[config.mk]
export PLATFORM = sky130hd
export DESIGN_NAME = bitbrick_seq_ctrl
export DESIGN_NICKNAME = d
export VERILOG_FILES = /design/src/rtl/bitbrick_pkg.sv /design/src/rtl/bitbrick_plane_slicer.sv /design/src/rtl/bitbrick_seq_ctrl.sv
export SDC_FILE = /design/constraint.sdc
export NUM_CORES = 1
export LEC_CHECK = 0
export ABC_AREA = 1
export CAP_MARGIN = 10
export CELL_PAD_IN_SITES_DETAIL_PLACEMENT = 0
export CELL_PAD_IN_SITES_GLOBAL_PLACEMENT = 1
export CORE_MARGIN = 4
export CORE_UTILIZATION = 37
export DETAILED_ROUTE_END_ITERATION = 10
export PLACE_DENSITY_LB_ADDON = 0.1
export SYNTH_ARGS = -nofsm -noshare
export SYNTH_HDL_FRONTEND = slang
export SYNTH_SLANG_ARGS = --single-unit
[constraint.sdc]
create_clock -name i_clk -period 14.4 [get_ports i_clk]
set_input_delay 2.88 -clock i_clk [delete_from_list [all_inputs] [get_ports i_clk]]
set_output_delay 2.88 -clock i_clk [all_outputs]
set_load 0.05 [all_outputs]
[src/rtl/bitbrick_pkg.sv]
// -----------------------------------------------------------------------------
// bitbrick_pkg
// Shared definitions for the bit-brick sequencer slice.
//   - Lane/plane geometry: 16 lanes of 8b operands, cut into 2b slices.
//   - prec_e    : operand precision codes. 11 is handled the same as 8b.
//   - state_e   : sequencer FSM states.
//   - sliceCount: number of 2b slices for a precision code (1, 2 or 4).
// -----------------------------------------------------------------------------
package bitbrick_pkg;

    localparam int LANES   = 16;
    localparam int LANE_W  = 8;
    localparam int SLICE_W = 2;
    localparam int VEC_W   = LANES * LANE_W;
    localparam int PLANE_W = LANES * SLICE_W;

    typedef enum logic [1:0] {
        PREC_2B     = 2'b00,
        PREC_4B     = 2'b01,
        PREC_8B     = 2'b10,
        PREC_8B_ALT = 2'b11
    } prec_e;

    typedef enum logic [1:0] {
        ST_IDLE,
        ST_ISSUE,
        ST_DRAIN
    } state_e;

    function automatic logic [2:0] sliceCount(input logic [1:0] prec);
        case (prec_e'(prec))
            PREC_2B: sliceCount = 3'd1;
            PREC_4B: sliceCount = 3'd2;
            default: sliceCount = 3'd4;
        endcase
    endfunction

endpackage

[src/rtl/bitbrick_plane_slicer.sv]
// -----------------------------------------------------------------------------
// bitbrick_plane_slicer
// Combinational extraction of one 2b slice plane from a 16-lane 8b vector.
// Ports:
//   i_vec   [127:0] : 16 lanes x 8b, lane n at bits [8n+7:8n]
//   i_k     [1:0]   : slice index, selects bits [2k+1:2k] of every lane
//   o_plane [31:0]  : lane n slice at bits [2n+1:2n]
// -----------------------------------------------------------------------------
module bitbrick_plane_slicer
    import bitbrick_pkg::*;
(
    input  logic [VEC_W-1:0]   i_vec,
    input  logic [1:0]         i_k,
    output logic [PLANE_W-1:0] o_plane
);

    always_comb begin
        o_plane = '0;
        for (int n = 0; n < LANES; n++) begin
            o_plane[n*SLICE_W +: SLICE_W] = i_vec[n*LANE_W + SLICE_W*int'(i_k) +: SLICE_W];
        end
    end

endmodule

[src/rtl/bitbrick_seq_ctrl.sv]
// -----------------------------------------------------------------------------
// bitbrick_seq_ctrl
// Sequences a 16-lane dot product through a 2b x 2b bit-brick PE. Each job
// issues one (activation slice i, weight slice j) pair per cycle, i outer and
// j inner, then accumulates the shifted PE sums into a signed result.
//
// Ports:
//   i_clk, i_rst                 : clock, asynchronous active-high reset
//   i_start                      : job request, only looked at in IDLE
//   i_a_prec, i_w_prec           : precision codes (00=2b, 01=4b, 1x=8b)
//   i_a_signed, i_w_signed       : operand signedness
//   i_act_vec, i_wgt_vec         : 16 lanes x 8b operand vectors
//   o_pe_act, o_pe_wgt           : current slice planes to the PE
//   o_pe_a_signed, o_pe_w_signed : slice carries the operand sign bit
//   o_pe_shift                   : 2*(i+j) weight of the current pair
//   i_pe_prod                    : registered PE lane sum (one-cycle latency)
//   o_busy, o_valid, o_result    : job status, done pulse, ACC_W signed result
//
// Configuration macro BITBRICK_SEQ_SKIP_EN: when defined, activation slices
// whose plane is all zero are skipped entirely.
// -----------------------------------------------------------------------------
module bitbrick_seq_ctrl
    import bitbrick_pkg::*;
#(
    parameter int ACC_W = 24
) (
    input  logic                    i_clk,
    input  logic                    i_rst,
    input  logic                    i_start,
    input  logic [1:0]              i_a_prec,
    input  logic [1:0]              i_w_prec,
    input  logic                    i_a_signed,
    input  logic                    i_w_signed,
    input  logic [127:0]            i_act_vec,
    input  logic [127:0]            i_wgt_vec,
    output logic [31:0]             o_pe_act,
    output logic [31:0]             o_pe_wgt,
    output logic                    o_pe_a_signed,
    output logic                    o_pe_w_signed,
    output logic [3:0]              o_pe_shift,
    input  logic signed [8:0]       i_pe_prod,
    output logic                    o_busy,
    output logic                    o_valid,
    output logic signed [ACC_W-1:0] o_result
);

    state_e                  r_state;
    logic [VEC_W-1:0]        r_actVec;
    logic [VEC_W-1:0]        r_wgtVec;
    logic [2:0]              r_pa;
    logic [2:0]              r_pw;
    logic                    r_aSigned;
    logic                    r_wSigned;
    logic [1:0]              r_i;
    logic [1:0]              r_j;
    logic                    r_prodValid;
    logic [3:0]              r_shiftD;
    logic signed [ACC_W-1:0] r_acc;
    logic signed [ACC_W-1:0] r_result;
    logic                    r_busy;
    logic                    r_valid;

    logic                    w_issue;
    logic [PLANE_W-1:0]      w_actPlane;
    logic [PLANE_W-1:0]      w_wgtPlane;
    logic [3:0]              w_shift;
    logic                    w_iLast;
    logic                    w_jLast;
    logic [1:0]              w_iNext;
    logic [1:0]              w_iFirst;
    logic                    w_startEmpty;
    logic signed [ACC_W-1:0] w_prodExt;
    logic signed [ACC_W-1:0] w_term;
    logic signed [ACC_W-1:0] w_accNext;

    bitbrick_plane_slicer u_actSlicer (
        .i_vec   (r_actVec),
        .i_k     (r_i),
        .o_plane (w_actPlane)
    );

    bitbrick_plane_slicer u_wgtSlicer (
        .i_vec   (r_wgtVec),
        .i_k     (r_j),
        .o_plane (w_wgtPlane)
    );

`ifdef BITBRICK_SEQ_SKIP_EN
    logic [3:0] r_actNz;
    logic [3:0] w_startNz;
    logic [2:0] w_firstIdx;
    logic [2:0] w_nextIdx;

    // Lowest set bit of mask at or above 'from'; 4 means none left.
    function automatic logic [2:0] firstSetFrom(input logic [3:0] mask, input logic [2:0] from);
        logic [2:0] idx;
        idx = 3'd4;
        for (int b = 3; b >= 0; b--) begin
            if (mask[b] && (3'(b) >= from)) idx = 3'(b);
        end
        return idx;
    endfunction

    // Nonzero map of the activation planes that belong to this precision.
    for (genvar k = 0; k < 4; k++) begin : g_nz
        logic [PLANE_W-1:0] w_plane;
        bitbrick_plane_slicer u_nzSlicer (
            .i_vec   (i_act_vec),
            .i_k     (2'(k)),
            .o_plane (w_plane)
        );
        assign w_startNz[k] = (|w_plane) && (3'(k) < sliceCount(i_a_prec));
    end

    assign w_firstIdx   = firstSetFrom(w_startNz, 3'd0);
    assign w_nextIdx    = firstSetFrom(r_actNz, {1'b0, r_i} + 3'd1);
    assign w_iFirst     = w_firstIdx[1:0];
    assign w_iNext      = w_nextIdx[1:0];
    assign w_iLast      = w_nextIdx[2];
    assign w_startEmpty = w_firstIdx[2];
`else
    assign w_iFirst     = 2'd0;
    assign w_iNext      = r_i + 2'd1;
    assign w_iLast      = ({1'b0, r_i} == r_pa - 3'd1);
    assign w_startEmpty = 1'b0;
`endif

    assign w_issue = (r_state == ST_ISSUE);
    assign w_jLast = ({1'b0, r_j} == r_pw - 3'd1);
    assign w_shift = {({1'b0, r_i} + {1'b0, r_j}), 1'b0};

    // The PE only sees a pair while ISSUE; everything reads as zero otherwise.
    assign o_pe_act      = w_issue ? w_actPlane : '0;
    assign o_pe_wgt      = w_issue ? w_wgtPlane : '0;
    assign o_pe_shift    = w_issue ? w_shift : 4'd0;
    assign o_pe_a_signed = w_issue && r_aSigned && ({1'b0, r_i} == r_pa - 3'd1);
    assign o_pe_w_signed = w_issue && r_wSigned && w_jLast;

    // i_pe_prod belongs to the pair issued last cycle, so it is weighted with
    // the shift captured one cycle ago and gated by the matching valid flag.
    assign w_prodExt = {{(ACC_W-9){i_pe_prod[8]}}, i_pe_prod};
    assign w_term    = r_prodValid ? (w_prodExt << r_shiftD) : '0;
    assign w_accNext = r_acc + w_term;

    assign o_busy   = r_busy;
    assign o_valid  = r_valid;
    assign o_result = r_result;

    // Sequencer FSM. The final product arrives during DRAIN and is folded
    // straight into o_result, giving a done pulse N+1 cycles after start.
    always_ff @(posedge i_clk or posedge i_rst) begin
        if (i_rst) begin
            r_state     <= ST_IDLE;
            r_actVec    <= '0;
            r_wgtVec    <= '0;
            r_pa        <= 3'd1;
            r_pw        <= 3'd1;
            r_aSigned   <= 1'b0;
            r_wSigned   <= 1'b0;
            r_i         <= 2'd0;
            r_j         <= 2'd0;
            r_prodValid <= 1'b0;
            r_shiftD    <= 4'd0;
            r_acc       <= '0;
            r_result    <= '0;
            r_busy      <= 1'b0;
            r_valid     <= 1'b0;
`ifdef BITBRICK_SEQ_SKIP_EN
            r_actNz     <= 4'd0;
`endif
        end else begin
            r_valid     <= 1'b0;
            r_prodValid <= w_issue;
            r_shiftD    <= o_pe_shift;
            r_acc       <= w_accNext;
            case (r_state)
                ST_IDLE: begin
                    if (i_start) begin
                        r_actVec  <= i_act_vec;
                        r_wgtVec  <= i_wgt_vec;
                        r_pa      <= sliceCount(i_a_prec);
                        r_pw      <= sliceCount(i_w_prec);
                        r_aSigned <= i_a_signed;
                        r_wSigned <= i_w_signed;
                        r_i       <= w_iFirst;
                        r_j       <= 2'd0;
                        r_acc     <= '0;
                        r_busy    <= 1'b1;
                        r_state   <= w_startEmpty ? ST_DRAIN : ST_ISSUE;
`ifdef BITBRICK_SEQ_SKIP_EN
                        r_actNz   <= w_startNz;
`endif
                    end
                end
                ST_ISSUE: begin
                    if (w_jLast) begin
                        r_j <= 2'd0;
                        if (w_iLast) begin
                            r_state <= ST_DRAIN;
                        end else begin
                            r_i <= w_iNext;
                        end
                    end else begin
                        r_j <= r_j + 2'd1;
                    end
                end
                ST_DRAIN: begin
                    r_result <= w_accNext;
                    r_valid  <= 1'b1;
                    r_busy   <= 1'b0;
                    r_state  <= ST_IDLE;
                end
                default: r_state <= ST_IDLE;
            endcase
        end
    end

endmodule

# Yosys cells after proc, flatten, opt, wreduce, memory -nomap -nowiden
# Cells that the tools add are included.
[word_totals]
register_bits = 325
in_bits = 274
output_inout_bits = 96
wordCells = 129
[op_classes]
n_addsub = 36
eq_ne = 10
shift = 33
muxes = 21
reduce_logical = 14
[op_table]
columns = ["op", "count"]
rows = [
  ["$shiftx A128 B32 Y2", 30],
  ["$shiftx A128 B4 Y2", 2],
  ["$add A7 B3 Y8 const A", 16],
  ["$mux W24", 3],
  ["$mux W32", 2],
  ["$add A6 B3 Y7 const A", 8],
  ["$add A24 B24 Y24", 1],
  ["$add A5 B3 Y6 const A", 4],
  ["$shl A24 B4 Y24", 1],
  ["$mux W2", 7],
  ["$pmux W2 S2", 3],
  ["$pmux W3 S2", 2],
  ["$add A4 B3 Y5 const A", 2],
  ["$eq A2 B1 Y1 const B", 3],
  ["$eq A2 B3 Y1", 2],
  ["$logic_not A2 Y1", 3],
  ["$reduce_and A2 Y1", 3],
  ["$sub A3 B1 Y3 const B", 2],
  ["$add A2 B1 Y2 const B", 2],
  ["$logic_and A1 B1 Y1", 4],
  ["$mux W4", 1],
  ["$ne A2 B1 Y1 const B", 2],
  ["$ne A2 B2 Y1 const B", 2],
  ["$reduce_and A4 Y1", 1],
  ["6 further kinds", 8],
]

# Depth between registers and ports, before layout
# Gate-level depths: netlist of the first run.
[logic_depth]
word_depth = 5
mapped_depth = 18
depth_no_buf = 18

# Cells and area by module
# From an unflattened synthesis of the first run, not the netlist that was laid out.
[unflattened]
hier_cells = 2636
hier_area_um2 = 17812.1
[modules_own_cells]
columns = ["mod", "n_inst", "cells_each", "area_per_inst_um2", "seq_area_each_um2"]
rows = [
  ["bitbrick_seq_ctrl", 1, 1888, 14686.6, 8110.3],
  ["bitbrick_plane_slicer", 2, 374, 1562.7, 0.0],
]

# Worst setup path after synthesis of the first run
# No wires, ideal clock.
[synth_timing]
path_type = "register -> output"
from = "register r_i[1]"
to = "output port o_pe_act[12]"
arrival_time_ps = 1844
t_required_ps = 11520
path_slack_ps = 9676
path_stages_with_launch = 7
n_path_buf = 2
path_cell_list = "dfrtp_1 > buf_2 > clkinv_1 > clkbuf_1 > nor2_1 > o21ai_0 > a21oi_1"
[synth_via]
elab_chain_len = 3
[synth_lines]
columns = ["element", "line", "rtl"]
rows = [
  ["from (decl)", "bitbrick_seq_ctrl.sv:54", "logic [1:0] r_i;"],
  ["from (signal assigned)", "bitbrick_seq_ctrl.sv:185", "r_i <= w_iFirst;"],
  ["from (signal assigned)", "bitbrick_seq_ctrl.sv:201", "r_i <= w_iNext;"],
  ["$add A6 B3 Y7", "bitbrick_plane_slicer.sv:20", "o_plane[n*SLICE_W +: SLICE_W] = i_vec[n*LANE_W + SLICE_W*int'(i_k) +: SLICE_W];"],
  ["$shiftx A128 B32 Y2", "bitbrick_plane_slicer.sv:20", ""],
  ["$mux W32", "bitbrick_seq_ctrl.sv:133", "assign o_pe_act = w_issue ? w_actPlane : '0;"],
  ["to (decl)", "bitbrick_seq_ctrl.sv:36", "output logic [31:0] o_pe_act,"],
]
# No other way between the ends.

# Final worst setup path of the first run
[layout_timing]
from = "register r_i[1]"
to = "output port o_pe_act[27]"
[layout_via]
elab_chain_len = 3
[layout_lines]
columns = ["element", "line"]
rows = [
  ["$add A7 B3 Y8", "bitbrick_plane_slicer.sv:20"],
  ["$shiftx A128 B32 Y2", "bitbrick_plane_slicer.sv:20"],
  ["$mux W32", "bitbrick_seq_ctrl.sv:133"],
]
# No other way between the ends.

==> results of run 1 <==
[placed cells by master (no fill, tap or decap), types with 9 or more instances in the layout]
cell,instances
nand2_1,891
clkdlybuf4s50_1,368
dfrtp_1,318
o21ai_0,193
nor2_1,183
inv_1,175
a21oi_1,117
clkbuf_16,41
o211ai_1,37
nand3_1,32
ha_1,26
clkbuf_1,13
o21ai_1,11
xnor2_1,10
buf_4,9
[registers in the layout, summed over array words and instances (netlist names)]
register,cells
r_actVec,128
r_pa,3
r_i,2
r_wSigned,1
o_busy,1
r_prodValid,1
r_state,2
o_result,24
r_pw,3
o_valid,1
r_shiftD,3
r_wgtVec,128
r_j,2
r_acc,24
r_aSigned,1
[layer usage]
layer  track usage, %  wire, um
met5                0       103
met4             5.46       983
met3             6.59      3890
met2             33.2     23600
met1             29.1     23100
[worst min-delay path by stage]
stage | end | startpoint | slack, ns | cells after the start
floorplan | r_actVec[102] | r_actVec[102] | 0.44 | 2
global placement | r_actVec[66] | r_actVec[66] | 0.45 | 2
detailed placement | r_wgtVec[3] | r_wgtVec[3] | 0.45 | 2
CTS | r_wgtVec[33] | r_wgtVec[33] | 0.47 | 2
global route | r_actVec[102] | r_actVec[102] | 0.48 | 2
finish | r_wgtVec[33] | r_wgtVec[33] | 0.46 | 2
[per-stage QoR]
| step | hold slack (ns) | setup WS (ns) | cell area [um2] | util [%] |
|---|---|---|---|---|
| 2_1_floorplan | 0.437 | 2.55 | 16300 | - |
| 3_5_place_dp | 0.453 | 8.37 | 20300 | 46.7 |
| 3_3_place_gp | 0.448 | 8.39 | 20300 | 46.7 |
| 4_1_cts | 0.467 | 7.76 | 21500 | 49.6 |
| 6_report | 0.463 | 7.89 | 21500 | 49.6 |
| 5_1_grt | 0.480 | 7.55 | 21500 | 49.6 |
[cells by family (layout without fill, tap and decap cells)]
kind of cell | after synthesis | count (layout)
xor gates and xnor gates | 18 | 18
buffers and inverters | 302 | 633
adders and majority gates | 28 | 28
and+or+nand+nor | 1139 | 1139
AOI/OAI and AO/OA | 368 | 368
muxes | 2 | 2
DFF | 324 | 324
other | 1 | 5
[final cells by class]
| cell class | instances | area [um2] |
|---|---|---|
| clock inverter | 9 | 66.3 |
| tap | 585 | 732 |
| timing repair buffer | 379 | 3790 |
| fill | 4404 | 21800 |
| antenna | 4 | 10.0 |
| clock buffer | 62 | 1180 |
| inverter | 183 | 699 |
| sequential | 324 | 8120 |
| multi-input combinational | 1556 | 6920 |
[critical path, stage by stage, from the launching register on]
cell	delay [ns]
dfrtp_2	0.33
buf_4	0.44
clkinv_1	0.86
nor2_1	0.29
o21ai_0	0.12
a21oi_1	0.18
clkdlybuf4s50_1	0.84
[report_power, final]
part           switching, mW  internal (mW)
combinational           2.22           1.08
clock                  0.392          0.567
sequential             0.203           1.33
==> flow_summary.toml, run 1 <==
[final_layout]
nets = 2785
drive_above_1_share_pct = 3.82
syn_to_final_growth_pct = 32.0
instances_no_fill = 3102

[place]
numPortBuffers = 368
place_congestion = 0.851
placed_cells = 3027
dp_hpwl_um = 35400

[global_routing]
grt-ovfl-total = 0
grt_pass1_vias = 14300
grtUsageTotal_pct = 21.3
grt_pass1_wl_um = 80900
antenna_found_initial = 10
grt_max_degree = 242

[critical_path]
crit_type = "flip-flop to output pin"
cp-end-kind = "output pin"
endpoint = "o_pe_act[27]"
reg2reg_from = "r_state[0]"
cp-startpoint = "r_i[1]"
reg2reg_slack_ns = 11.40
cp_data_required_time_ns = 11.52
path_max_fanout = 44
worstPathArrival_ns = 3.63
rr_worst_depth = 8
cp-start-kind = "flip-flop"
r2r_end = "r_pw[0]"

[synthesis]
synthTopCellsByCount = "891 x nand2_1, 322 x dfrtp_1, 193 x o21ai_0"
synth_compound_area_share_pct = 12.0
synthArstFlopShare_pct = 100
yosysTopAreaCell = "dfrtp_1"
synthMuxAreaShare_pct = 0.123
yosysMostFrequentCell = "nand2_1"
syn-num-nets = 2484
synth_flop_cell = "dfrtp_1"
ys_seq_area_share_pct = 49.7
yosys-top-cells-area = "dfrtp_1 49%, nand2_1 21%, o21ai_0 5.9%, nor2_1 4.2%, inv_1 4.1%"
synth_edf_count = 0
synthAdderAreaFrac_pct = 2.24
synth_cells = 2182
syn_area_per_cell_um2 = 7.47
ys_warn_count = 0
synthXorXnorAreaFrac_pct = 0.967
synth_top_area_share_pct = 49.4
synth_top_family_by_area = "simple AND/OR/NAND/NOR gates"
syn_area_mm2 = 0.0163
synthDistinctLibCells = 35
yosys.area_share.simple_pct = 27.1
ys_ff_latch = 324

[cts]
path_clk_slew_ns = 0.06
clkSinkCount = 324
postCtsHoldBufs = 0
clockRootBuffer = "clkbuf_16"
post_cts_buffers = 0
numCtsBuffers = 39
cts-resized-gates = 0
clk-insertion-delay-late_ns = 0.56
htree_levels = 2
cts_buffer_depth = 3
cts_tree = "built"

[flow_run]
maxCapViolCount = 0

[min_path]
hold_class = "flip-flop to flip-flop"

[drt]
drt_first_iter_violations = 1067
ant_nets = 0
drc = 0
wirelength_um = 51600
first_pass_iters = 5
routed_via_density = 4.75
vias = 14700
wire_per_inst_um = 16.6

[floorplanning]
initial_core_util_pct = 37.6
io_pins = 370
rows = 76
die_h_um = 218
design.die.area_mm2 = 0.0475
die-width_um = 218
core-area_mm2 = 0.0434

[sta]
period_needed_ns = 6.51
finalHoldViolCount = 0
finClkSkew_ns = 0.0214
rsz0062_at_grt = "no"
slew_headroom_pct = 13.8
worst_slew_pin_slew_ns = 1.29
setup_violations = 0
finalCritPeriodShare_pct = 45.2
slew_viol_final = 0
finalSetupTns_ns = 0
timing.fmax_ghz = 0.154

[power]
power_mw = 5.79
powerDensity_mw_per_mm2 = 269
vdd_ir_drop_max_mv = 0.169
leakage_nw = 10.5

[outcome]
outcome = "finished clean"
Power figures use the tool's default switching activity.
==> run 2, diff against run 1 <==
CORE_UTILIZATION = 33   (was 37)
clock period = 5.47 ns   (was 14.4 ns; I/O delays follow)
==> run 2 against run 1 <==
Net effect: clock power grew to 2.7 times the previous value; hold slack is essentially flat; via count fell by 0.39%; routed wire length up 2.8%; cell count is 2.8% higher; utilization shrank 5.2 points; global-route usage fell by 1.6 points; count of clock-buffer cells in the layout decreased by 1; combinational power rose to 2.6 times the previous value; register-to-register slack lost 8.8 ns; first-iteration DRC count down 29%; clock skew is 0.0024 ns lower.
==> flow_summary.toml, run 2 (same netlist as run 1, synthesis figures left out) <==
[critical_path]
cp_data_required_time_ns = 4.38
cp-end-kind = "output pin"
reg2reg_slack_ns = 2.65
crit_chain = "clkinv_1 -> buf_4 -> nor2_1 -> o21ai_0 -> a21oi_1 -> clkdlybuf4s50_1"
path_max_fanout = 44
worstPathArrival_ns = 3.39
cp-start-kind = "flip-flop"
cp-startpoint = "r_i[1]"
r2r_end = "r_acc[16]"
reg2reg_from = "r_shiftD[2]"
crit_type = "flip-flop to output pin"
max_stage_delay_ns = 0.98
cp_slowest_cell = "dfrtp_2"
rr_worst_depth = 16

[drt]
routed_via_density = 4.60
drc = 0
vias = 14700
first_pass_iters = 5
wirelength_um = 53100
wire_per_inst_um = 16.6
drt_first_iter_violations = 760
ant_nets = 0

[cts]
cts-resized-gates = 0
htree_levels = 2
clkSinkCount = 324
clk-insertion-delay-late_ns = 0.55
postCtsHoldBufs = 0
path_clk_slew_ns = 0.06
clockRootBuffer = "clkbuf_16"
cts_tree = "built"
numCtsBuffers = 40
post_cts_buffers = 0
cts_buffer_depth = 3

[floorplanning]
io_pins = 370
design.die.area_mm2 = 0.0530
die_h_um = 230
initial_core_util_pct = 33.4
die-width_um = 230
core-area_mm2 = 0.0488
rows = 81

[min_path]
holdPathStages = 2
hp-start = "r_actVec[67]"
hold_end = "r_actVec[67]"
hold_class = "flip-flop to flip-flop"

[final_layout]
nets = 2792
final_common_cell = "nand2_1"
reg.largest.list = "r_actVec x128, r_wgtVec x128"
final_cell_mix = "891 x nand2_1, 368 x clkdlybuf4s50_1, 318 x dfrtp_1"
drive_above_1_share_pct = 4.21
instances_no_fill = 3190
syn_to_final_growth_pct = 33.1

[global_routing]
grt_pass1_wl_um = 83400
grt_max_degree = 224
grtUsageTotal_pct = 19.7
grt_pass1_vias = 14800
grt-ovfl-total = 0
antenna_found_initial = 15

[place]
placed_cells = 3112
numPortBuffers = 368
dp_hpwl_um = 37500
place_congestion = 0.843

[sta]
slew_viol_final = 0
finalCritPeriodShare_pct = 82.0
rsz0062_at_grt = "no"
fin_hold_ws_ns = 0.463
period_needed_ns = 4.48
finalSetupTns_ns = 0
setup_violations = 0
finalHoldViolCount = 0
worst_slew_pin_slew_ns = 1.13
slew_headroom_pct = 25.0
timing.fmax_ghz = 0.223
finClkSkew_ns = 0.0190

[power]
power_mw = 15.3
vdd_ir_drop_max_mv = 0.411
powerDensity_mw_per_mm2 = 706
leakage_nw = 10.5

[flow_run]
maxCapViolCount = 0

[outcome]
outcome = "finished clean"
==> run 2: changes by cell type in the layout (fill, tap and decap cells not counted) <==
cell,previous run,this run
clkinv_8,0,1
clkbuf_8,8,13
clkinv_4,1,0
clkbuf_1,13,8
buf_12,2,3
clkinv_2,6,7
buf_4,9,14
inv_16,1,0
diode_2,4,8
inv_6,1,2
clkbuf_16,41,40
inv_8,1,0
==> run 2: final cells by class <==
class,count,area [um2]
Multi-Input combinational cell,1556,6920
Tap cell,664,831
Antenna cell,8,20.0
Timing Repair Buffer,385,3850
Fill cell,5092,27100
Inverter,183,696
Sequential cell,324,8120
Clock buffer,61,1210
Clock inverter,9,60.1
==> run 2: per-stage QoR <==
stage                     setup slack [ns]  utilization (%)  cell area [um2]
after global placement                1.53             41.8            20400
final                                0.987             44.4            21700
after floorplan                     0.0549                -            16300
after global routing                 0.773             44.4            21700
after CTS                            0.863             44.4            21700
after detailed placement              1.49             41.8            20400
==> run 2: worst max-delay path: cells and delay by family, from the launching register on <==
kind	cells	cell delay, ns
buffers and inverters	3	1.36
DFF	1	0.98
AOI/OAI and AO/OA	2	0.35
and+or+nand+nor	1	0.12
==> run 2: power by group <==
part | internal (mW) | leakage (nW) | total (mW) | switching [mW]
registers | 3.51 | 3.85 | 4.21 | 0.700
clock network | 1.52 | 0.635 | 2.57 | 1.04
logic | 2.85 | 6.01 | 8.54 | 5.70
==> run 2: layer usage <==
metal  track usage (%)  up-vias  wire length (um)
met2              31.2      336             24100
met4              5.09       16              1160
li1                  -     7466                 -
met5                 0        -               110
met1              26.5     6797             24000
met3              5.76       74              3700
==> run 2: worst max-delay path by stage <==
stage	end	slack (ns)
after floorplan	o_busy	0.05
final	o_pe_act[27]	0.99
after global routing	o_pe_act[30]	0.77
after global placement	o_pe_act[27]	1.53
after CTS	o_pe_act[27]	0.86
after detailed placement	o_pe_act[27]	1.49
==> run 3, diff against run 2 <==
CORE_UTILIZATION = 37   (was 33)
clock period = 4.19 ns   (was 5.47 ns; I/O delays follow)
==> run 3 against run 2 <==
Net effect: sequential power grew 27%; largest cell class unchanged; via count increased by 1.2%; highest routed layer unchanged; critical endpoint is now o_pe_act[0]; die area is 10% lower; combinational power up 41%.
==> flow_summary.toml, run 3 (same netlist as run 1, synthesis figures left out) <==
[drt]
route.met3.wl_um = 3100
routed_via_density = 4.79
drc = 0
drt-met1-wl_um = 23500
vias = 14900
ant_nets = 0
wl_met2_um = 24300
drt_first_iter_violations = 1131
top_layer_used = "met5"
wirelength_um = 51900
first_pass_iters = 5
wire_per_inst_um = 16.7

[min_path]
holdPathStages = 2
hold_class = "flip-flop to flip-flop"

[sta]
finalHoldViolCount = 0
rsz0062_at_grt = "no"
fin_hold_ws_ns = 0.461
timing.fmax_ghz = 0.255
period_needed_ns = 3.93
setup_ws_ns = 0.265
worst_slew_pin_slew_ns = 1.06
slew_headroom_pct = 29.5
setup_violations = 0
slew_viol_final = 0
finalCritPeriodShare_pct = 93.7
finClkSkew_ns = 0.0130

[place]
pre_cts_ws_ns = 0.740
placed_cells = 3038
place_congestion = 0.878
numPortBuffers = 368
dp_hpwl_um = 36300

[outcome]
outcome = "finished clean"

[cts]
clockRootBuffer = "clkbuf_16"
htree_levels = 2
numCtsBuffers = 38
post_cts_buffers = 0
cts_tree = "built"
clkSinkCount = 324
cts-resized-gates = 0
postCtsHoldBufs = 0
cts_buffer_depth = 3
clk-insertion-delay-late_ns = 0.54
path_clk_slew_ns = 0.06

[floorplanning]
io_pins = 370
initial_core_util_pct = 37.6
core-area_mm2 = 0.0434
design.die.area_mm2 = 0.0475
die-width_um = 218
die_h_um = 218
rows = 76

[final_layout]
instances_no_fill = 3105
drive_above_1_share_pct = 4.97
syn_to_final_growth_pct = 33.8
reg.largest.list = "r_actVec x128, r_wgtVec x128"
nets = 2795
final_common_cell = "nand2_1"
final_cell_mix = "891 x nand2_1, 344 x clkdlybuf4s50_1, 318 x dfrtp_1"

[critical_path]
cp-startpoint = "r_i[1]"
crit_chain = "buf_4 -> o211ai_1 -> a21oi_1 -> clkdlybuf4s50_1"
reg2reg_slack_ns = 1.38
crit_family = "buffers and inverters"
path_max_fanout = 28
crit_type = "flip-flop to output pin"
endpoint = "o_pe_act[0]"
cp_num_buf_inv = 2
cp_data_required_time_ns = 3.35
path_depth = 4
cp_slowest_cell = "clkdlybuf4s50_1"
r2r_end = "o_result[14]"
cp-end-kind = "output pin"
max_stage_delay_ns = 0.88
cp-start-kind = "flip-flop"
reg2reg_from = "r_shiftD[2]"
worstPathArrival_ns = 3.09
rr_worst_depth = 13

[flow_run]
maxCapViolCount = 0

[global_routing]
grt_pass1_wl_um = 81700
grt_pass1_vias = 14800
antenna_found_initial = 6
grtUsageTotal_pct = 21.5
grt-ovfl-total = 0
grt_max_degree = 243

[power]
power_mw = 20.5
powerDensity_mw_per_mm2 = 940
leakage_nw = 10.6
vdd_ir_drop_max_mv = 0.553
## run 3: cell count changes in the layout (fill, tap and decap cells not counted), sizes merged
| cell | previous run | this run |
|---|---|---|
| clkdlybuf4s50 | 368 | 344 |
| diode | 8 | 3 |
| clkbuf | 61 | 59 |
| buf | 17 | 46 |
| bufinv | 0 | 1 |
| clkinv | 10 | 5 |
## run 3: worst min path at each step
stage,start,end,slack (ns)
2_1_floorplan,r_actVec[102],r_actVec[102],0.44
3_3_place_gp,r_actVec[66],r_actVec[66],0.45
3_5_place_dp,r_actVec[91],r_actVec[91],0.45
4_1_cts,r_actVec[123],r_actVec[123],0.47
5_1_grt,r_wgtVec[73],r_wgtVec[73],0.48
6_report,r_actVec[123],r_actVec[123],0.46
## run 3: where the power goes
group	leakage (nW)	total, mW	internal (mW)	switching, mW
logic	6.18	12.0	4.26	7.74
clock network	0.580	3.19	1.89	1.30
registers	3.85	5.33	4.58	0.747
total	10.6	20.5	10.7	9.79
## run 3: layout make-up
class / count / area (um2)
antenna: 3 / 7.51
clock buffer: 59 / 1120
clock inverter: 5 / 61.3
fill: 4379 / 21500
inverter: 183 / 696
multi-input combinational: 1556 / 6920
sequential: 324 / 8120
tap: 585 / 732
timing repair buffer: 390 / 4160
## run 3: tightest hold or removal path, delay by kind of cell, from the launching register on
kind | cells | cell delay (ns)
DFF | 1 | 0.33
and+or+nand+nor | 2 | 0.09
## run 3: per-stage QoR
stage / TNS, ns / area (um2) / util, %
3_3_place_gp: 0 / 20600 / 47.6
3_5_place_dp: 0 / 20600 / 47.6
4_1_cts: 0 / 21800 / 50.3
6_report: 0 / 21800 / 50.3
2_1_floorplan: -312.05 / 16300 / -
5_1_grt: 0 / 21800 / 50.3
## run 3: metal layers
metal / track usage, % / vias to the layer above
li1: - / 7443
met1: 29.2 / 6991
met2: 35.3 / 360
met3: 4.53 / 62
met4: 5.27 / 6
met5: 0 / -
